`config.mk`:
```
export PLATFORM = sky130hd
export DESIGN_NAME = mon_fifo_ctrl
export DESIGN_NICKNAME = d
export VERILOG_FILES = /design/src/rtl/mon_fifo_ctrl.sv
export SDC_FILE = /design/constraint.sdc
export NUM_CORES = 1
export LEC_CHECK = 0
export ABC_AREA = 1
export BUFFER_PORTS_ARGS = -buffer_cell sky130_fd_sc_hd__buf_2
export CAP_MARGIN = 20
export CORE_UTILIZATION = 50
export DETAILED_ROUTE_END_ITERATION = 8
export PLACE_DENSITY_LB_ADDON = 0.15
export SKIP_CTS_REPAIR_TIMING = 1
export SYNTH_ARGS = -nofsm -noshare
export SYNTH_HDL_FRONTEND = slang
export SYNTH_SLANG_ARGS = --single-unit
```
`constraint.sdc`:
```
create_clock -name clk -period 3.6 [get_ports clk]
set_input_delay 0.72 -clock clk [delete_from_list [all_inputs] [get_ports clk]]
set_output_delay 0.72 -clock clk [all_outputs]
set_load 0.005 [all_outputs]
```
`src/rtl/mon_fifo_ctrl.sv`:
```
// ---------------------------------------------------------------------------
// mon_fifo_ctrl
// Controller for the 2048 x 18 monitor trace buffer. Four capture sources
// share the RAM write port through a round-robin arbiter; each stored word is
// {source_id[1:0], data[15:0]}. The UART reader drains the buffer with an
// empty / rdreq / rdack handshake, supplying its own sequential address.
//
// Ports
//   clk, rst        clock, synchronous active-high reset
//   wreq[3:0]       per-source write request (level, held until wack)
//   wdat[63:0]      source i data on wdat[16i+15:16i]
//   wack[3:0]       one-cycle write acknowledge, one-hot or zero
//   ram_we/_waddr/_wdata   RAM write port
//   ram_raddr       RAM read address (copy of raddr)
//   ram_rdata       RAM read data, one cycle after address
//   empty, full     buffer status flags
//   rdreq/rdack     read handshake; rdata valid during rdack
//   raddr           reader-supplied read address
//   rdata           copy of ram_rdata
//   count           entries stored, 0..2048
//   ovf             sticky: a write request was stalled by full
// ---------------------------------------------------------------------------
module mon_fifo_ctrl #(
    parameter int NREQ = 4,
    parameter int AW   = 11
) (
    input  logic                 clk,
    input  logic                 rst,
    input  logic [NREQ-1:0]      wreq,
    input  logic [16*NREQ-1:0]   wdat,
    output logic [NREQ-1:0]      wack,
    output logic                 ram_we,
    output logic [AW-1:0]        ram_waddr,
    output logic [17:0]          ram_wdata,
    output logic [AW-1:0]        ram_raddr,
    input  logic [17:0]          ram_rdata,
    output logic                 empty,
    input  logic                 rdreq,
    output logic                 rdack,
    input  logic [AW-1:0]        raddr,
    output logic [17:0]          rdata,
    output logic [AW:0]          count,
    output logic                 full,
    output logic                 ovf
);

    localparam int DEPTH = 1 << AW;

    logic [AW:0]     wptr_q, wptr_d;
    logic [AW:0]     rptr_q, rptr_d;
    logic [1:0]      last_grant_q, last_grant_d;
    logic            we_q, we_d;
    logic [NREQ-1:0] wack_q, wack_d;
    logic [17:0]     wdata_q, wdata_d;
    logic            rdack_q, rdack_d;
    logic [AW-1:0]   rd_addr_q, rd_addr_d;
    logic            empty_q, empty_d;
    logic            full_q, full_d;
    logic [AW:0]     count_q, count_d;
    logic            ovf_q, ovf_d;

    logic [NREQ-1:0] elig;
    logic [AW+1:0]   occ;
    logic            space_ok;
    logic            gnt_found;
    logic [1:0]      gnt_id;
    logic [1:0]      idx;
    logic            rd_accept;

    // Round-robin grant. The source acked this cycle still shows its old
    // request level, so it is masked out. Occupancy counts the write that
    // commits this cycle, since count_q does not include it yet.
    always_comb begin
        elig      = wreq & ~wack_q;
        occ       = {1'b0, count_q} + (AW+2)'(we_q);
        space_ok  = occ < (AW+2)'(DEPTH);
        gnt_found = 1'b0;
        gnt_id    = 2'd0;
        idx       = 2'd0;
        for (int k = 1; k <= NREQ; k++) begin
            idx = last_grant_q + 2'(k);
            if (!gnt_found && space_ok && elig[idx]) begin
                gnt_found = 1'b1;
                gnt_id    = idx;
            end
        end
    end

    always_comb begin
        we_d    = gnt_found;
        wack_d  = '0;
        wdata_d = wdata_q;
        if (gnt_found) begin
            wack_d[gnt_id] = 1'b1;
            wdata_d        = {gnt_id, wdat[16*gnt_id +: 16]};
        end

        rd_accept = rdreq & ~empty_q & ~rdack_q;
        rdack_d   = rd_accept;
        rd_addr_d = rd_accept ? raddr : rd_addr_q;

        wptr_d       = wptr_q + (AW+1)'(we_q);
        last_grant_d = we_q ? wdata_q[17:16] : last_grant_q;

        // The reader's address replaces rptr; the MSB carries through the wrap.
        rptr_d = rdack_q ? ({rptr_q[AW], rd_addr_q} + (AW+1)'(1)) : rptr_q;

        // Status is computed from the next pointers so flags line up with
        // the pointer registers.
        empty_d = (wptr_d == rptr_d);
        full_d  = (wptr_d[AW] != rptr_d[AW]) && (wptr_d[AW-1:0] == rptr_d[AW-1:0]);
        count_d = wptr_d - rptr_d;
        ovf_d   = ovf_q | (full_q & (|wreq));
    end

    always_ff @(posedge clk) begin
        if (rst) begin
            wptr_q       <= '0;
            rptr_q       <= '0;
            last_grant_q <= 2'd3;
            we_q         <= 1'b0;
            wack_q       <= '0;
            wdata_q      <= '0;
            rdack_q      <= 1'b0;
            rd_addr_q    <= '0;
            empty_q      <= 1'b1;
            full_q       <= 1'b0;
            count_q      <= '0;
            ovf_q        <= 1'b0;
        end else begin
            wptr_q       <= wptr_d;
            rptr_q       <= rptr_d;
            last_grant_q <= last_grant_d;
            we_q         <= we_d;
            wack_q       <= wack_d;
            wdata_q      <= wdata_d;
            rdack_q      <= rdack_d;
            rd_addr_q    <= rd_addr_d;
            empty_q      <= empty_d;
            full_q       <= full_d;
            count_q      <= count_d;
            ovf_q        <= ovf_d;
        end
    end

    assign wack      = wack_q;
    assign ram_we    = we_q;
    assign ram_waddr = wptr_q[AW-1:0];
    assign ram_wdata = wdata_q;
    assign ram_raddr = raddr;
    assign rdack     = rdack_q;
    assign rdata     = ram_rdata;
    assign empty     = empty_q;
    assign full      = full_q;
    assign count     = count_q;
    assign ovf       = ovf_q;

endmodule
```
== Word level (Yosys, flattened, before mapping) ==
Index checks and enable logic that the tools add are counted.

* Register bits: 76
* Word-level logic and storage cells: 72
* Output and inout port bits: 79

* Reductions and logical operators: 14
* Multiplexer cells: 19
* $lt $le $gt $ge: 7
* Equality and inequality tests: 3
* Add/sub/neg operators: 7
* Shift operators: 1
* Bitwise operators: 9

{| class="wikitable"
|+ Operators by type and width
! kind !! number
|-
| $shiftx A64 B7 Y16 || 1
|-
| $lt A2 B3 Y1 const B || 5
|-
| $add A12 B1 Y13 || 1
|-
| $lt A13 B12 Y1 const B || 1
|-
| $add A12 B1 Y12 || 1
|-
| $add A12 B1 Y12 const B || 1
|-
| $eq A12 B12 Y1 || 1
|-
| $mux W12 || 1
|-
| $sub A12 B12 Y12 || 1
|-
| $eq A11 B11 Y1 || 1
|-
| $logic_and A1 B1 Y1 || 9
|-
| $mux W1 || 9
|-
| $bmux W1 S2 || 4
|-
| $mux W2 || 4
|-
| $add A2 B2 Y2 const B || 2
|-
| $and A4 B4 Y4 || 1
|-
| $not A4 Y4 || 1
|-
| $reduce_or A4 Y1 || 1
|-
| $and A1 B1 Y1 || 3
|-
| $logic_not A1 Y1 || 3
|-
| $not A1 Y1 || 3
|-
| $add A2 B1 Y2 const B || 1
|-
| $demux W1 S2 || 1
|-
| $ge A2 B1 Y1 const B || 1
|-
| other kinds (3) || 3
|}

== Longest topological paths before layout ==
* Depth in word-level cells: 22
* Gate-level depth with buffers: 20
* Depth with buffers taken out: 20

== Least setup slack after synthesis ==
No wires, ideal clock.

* Path kind: register to register
* Start: reg we_q, in the netlist ram_we
* End: reg count_q[11], in the netlist count[11]
* Path buffers: 0
* Setup slack: 0.683 ns
* Stages on the path, launching flop included: 19
* Arrival time: 2.806 ns
* Required time: 3.488 ns
* Path through: dfxtp_1 > ha_1 > ha_1 > nand2_1 > inv_1 > nand2_1 > nor4_1 > nand2_1 > xor2_1 > inv_1 > ha_1 > inv_1 > nor3_1 > inv_1 > or2_2 > nand4_1 > nand3_1 > nand2_1 > nor2_1

* Word-level cells in the longest chain between the ends: 2

{| class="wikitable"
|+ RTL lines
! what !! RTL line !! source
|-
| start, declared || 52 || <nowiki>logic we_q, we_d;</nowiki>
|-
| start signal, assigned || 134 || <nowiki>we_q <= we_d;</nowiki>
|-
| $add A12 B1 Y12 || 102 || <nowiki>wptr_d = wptr_q + (AW+1)'(we_q);</nowiki>
|-
| net wptr_d[10] || 49 || <nowiki>logic [AW:0] wptr_q, wptr_d;</nowiki>
|-
| $sub A12 B12 Y12 || 112 || <nowiki>count_d = wptr_d - rptr_d;</nowiki>
|-
| end signal, assigned || 141 || <nowiki>count_q <= count_d;</nowiki>
|-
| end, declared || 59 || <nowiki>logic [AW:0] count_q, count_d;</nowiki>
|}

The timed path passes the listed nets, and every way through them passes these cells.
A chain may end at the register's enable or synchronous reset.

== Worst setup path after layout ==
Same ends and word-level chain as after synthesis.

==> impl_metrics.env <==
export IMPL_cts_sinks=76
export IMPL_routed_wl_mm=11.26
export IMPL_critical_path_peak_fanout=7
export IMPL_antennaDiodeCount=0
export IMPL_cp_arrival_ps=3430
export IMPL_vias=4599
export IMPL_cts_root_buf="clkbuf_8"
export IMPL_viasPerCell=5.037
export IMPL_finalCritPeriodShare_pct=88.20
export IMPL_die_area_um2=9599
export IMPL_multi_input_area_um2=2322
export IMPL_drive_gt1_share_pct=21.49
export IMPL_wl_per_cell_um=12.33
export IMPL_violations="design-rule violations"
export IMPL_clockBufferDepth=2
export IMPL_area_growth_pct=13.45
export IMPL_numPortBuffers=142
export IMPL_max_stage_delay_ps=440
export IMPL_ys_async_sr_fraction_pct=0
export IMPL_status="finished, violations left"
export IMPL_period_minus_slack_ps=3175
export IMPL_slew_viol_final=0
export IMPL_seqPwrFrac_pct=29.4
export IMPL_ys_top_cells_by_count="184 x nand2_1, 84 x inv_1, 76 x dfxtp_1"
export IMPL_sw_frac_of_total_pct=48.19
export IMPL_ant_nets=0
export IMPL_synth_top_area_share_pct=33.03
export IMPL_grt_antenna_before_repair=0
export IMPL_crit_slowest_cell="dfxtp_1"
export IMPL_die_w_um=97.98
export IMPL_p_int_uw=2115
export IMPL_initial_utilization_pct=52.30
export IMPL_synth_lib_cells_used_distinct=36
export IMPL_n_fill_cell=922
export IMPL_pin_count=179
export IMPL_htreeDepth=3
export IMPL_grt_max_degree=37
export IMPL_synth_area_um2=4606
export IMPL_crit_buf_inv=4
export IMPL_synth_area_leaders="dfxtp_1 33%, nand2_1 15%, nand3_1 7.9%"
export IMPL_post_synth_top_count_cell="nand2_1"
export IMPL_max_slew_margin_rel_pct=39.63
export IMPL_cts_made_buffers=9
export IMPL_vdd_drop_max_mv=0.4269
export IMPL_crit_type="register to register"
export IMPL_cts_tree="done"
export IMPL_gp_congestion=0.9682
export IMPL_grt_pass1_wl_mm=18.58
export IMPL_synthFlopType="dfxtp_1"
export IMPL_syn_num_nets=825
export IMPL_final_nets=917
export IMPL_power_leakage_uw=0.002942
export IMPL_timing_max_cap_violations=0
export IMPL_dr_pass1_iters=9
export IMPL_synth_seq_area_share_pct=33.03
export IMPL_avgSynthCellArea_um2=6.505
export IMPL_ys_ff_latch=76
export IMPL_finalHoldViolations=0
export IMPL_crit_chain="ha_1 > ha_1 > nand2_1 > inv_1 > nand2_1 > nor4_2 > nand2_1 > xor2_1 > inv_1 > ha_1 > inv_1 > nor3_1 > inv_1 > or2_2 > nand4_1 > nand3_1 > nand2_1 > nor2_1"
export IMPL_worstMarginPinSlew_ps=904.6
export IMPL_ys_warnings_count=0
export IMPL_syn_inst=708
export IMPL_final_setup_viol_count=0
export IMPL_clk_pin_slew_ps=80
export IMPL_synth_edf_count=0
export IMPL_critical_path_required_ps=3850
export IMPL_chipHeight_um=97.98
export IMPL_hpwl_mm=8.668
export IMPL_grt_overflow=0
export IMPL_p_sw_uw=1967
export IMPL_yosys_area_top_type="dfxtp_1"
export IMPL_drt_iter0_drc=155
export IMPL_p_clk_share_pct=14.2
export IMPL_grt_use_total_pct=23.79
export IMPL_grt_pass1_vias=4132
export IMPL_fin_tns_setup_ps=0
export IMPL_powerDensity_nw_per_um2=781.4
export IMPL_rsz0062_at_grt="no"
export IMPL_finalClockSkew_ps=10.05
export IMPL_whs_ps=474.2
export IMPL_hold_class="register to register"
export IMPL_endpoint_kind="register"
export IMPL_fmax_mhz=314.9
export IMPL_seqCellArea_um2=1521
export IMPL_pwr_share_comb_pct=56.4
export IMPL_drcViolationCount=14
export IMPL_rows=34
export IMPL_cp_start_kind="register"
export IMPL_core_um2=8806
export IMPL_clk_latency_ps=350
export IMPL_crit_family="simple AND/OR/NAND/NOR gates"
[per-stage QoR]
step           total power [uW]  instance area, um2  utilization (%)  setup slack (ps)  cells
2_1_floorplan              3027                4606                -             682.8    708
3_3_place_gp               3453                5049            57.33             443.1    897
3_5_place_dp               3512                5049            57.33             292.3    897
6_report                   4083                5225            59.34             424.8    913
5_1_grt                    4503                5225            59.34             74.30    913
4_1_cts                    4099                5219            59.26             284.6    913
[power groups by stage]
stage	clock, uW	sequential [uW]	combinational [uW]
5_1_grt	634	1230	2640
2_1_floorplan	0	1200	1830
3_3_place_gp	0	1210	2240
4_1_cts	593	1200	2310
6_report	579	1200	2300
3_5_place_dp	0	1220	2290
[worst paths after layout]
path,slack (ps),cells past startpoint,endpoint,from
max,420,18,count[11],ram_we
min,470,2,ovf,ovf
max reg2reg,420,18,count[11],ram_we
min reg2reg,470,2,ovf,ovf
[registers in the layout, summed over array words and instances, names as in the netlist]
signal	flops
last_grant_q	2
empty	1
ram_wdata	18
wack	4
rdack	1
wptr_q	12
ovf	1
ram_we	1
count	12
full	1
rptr_q	12
rd_addr_q	11
[cell families after synthesis]
group | count (synthesis) | synth area share (%)
AO/OA/AOI/OAI | 86 | 9.807
AND/OR/NAND/NOR | 363 | 33.17
buffers and inverters | 153 | 16.68
flip-flops | 76 | 33.03
adder cells (fa/ha/maj) | 17 | 4.781
XOR/XNOR | 11 | 2.092
multiplexers | 2 | 0.4347
[area by class of cell]
cell class | instances | area share [%]
inverters | 88 | 6.418
multi-input cells | 479 | 44.44
clock inverters | 5 | 0.7423
flip-flops and latches | 76 | 29.12
clock buffers | 11 | 2.514
repair buffers | 146 | 14.18
well taps | 108 | 2.586
[tightest hold or removal path, stage by stage, from the launching register on]
cell and delay (ps):
dfxtp_1 320, inv_1 50, a21oi_1 60
[routing by layer]
metal	track usage (%)	wire length [um]
met2	39.54	5136
met5	0	0
met4	7.226	166
met1	30.41	5201
met3	5.798	754
[cells in the final DEF (no fill, tap or decap), types with 3 or more instances in the layout]
cell type   synthesis  final
ha_1               16     16
nor3_1             11     11
a22oi_1             3      3
nand2_2             3      3
buf_4              43      4
a21oi_1            29     29
inv_2               3      3
xor2_1              9      9
nand2_1           184    184
dfxtp_1            76     76
nand3_1            73     73
nor2_1             75     75
clkinvlp_4          0      4
inv_1              84     84
o21ai_0            48     48
clkbuf_8            0      9
buf_2              10    142
nand4_1             6      6
(Power assumes the default switching activity.)
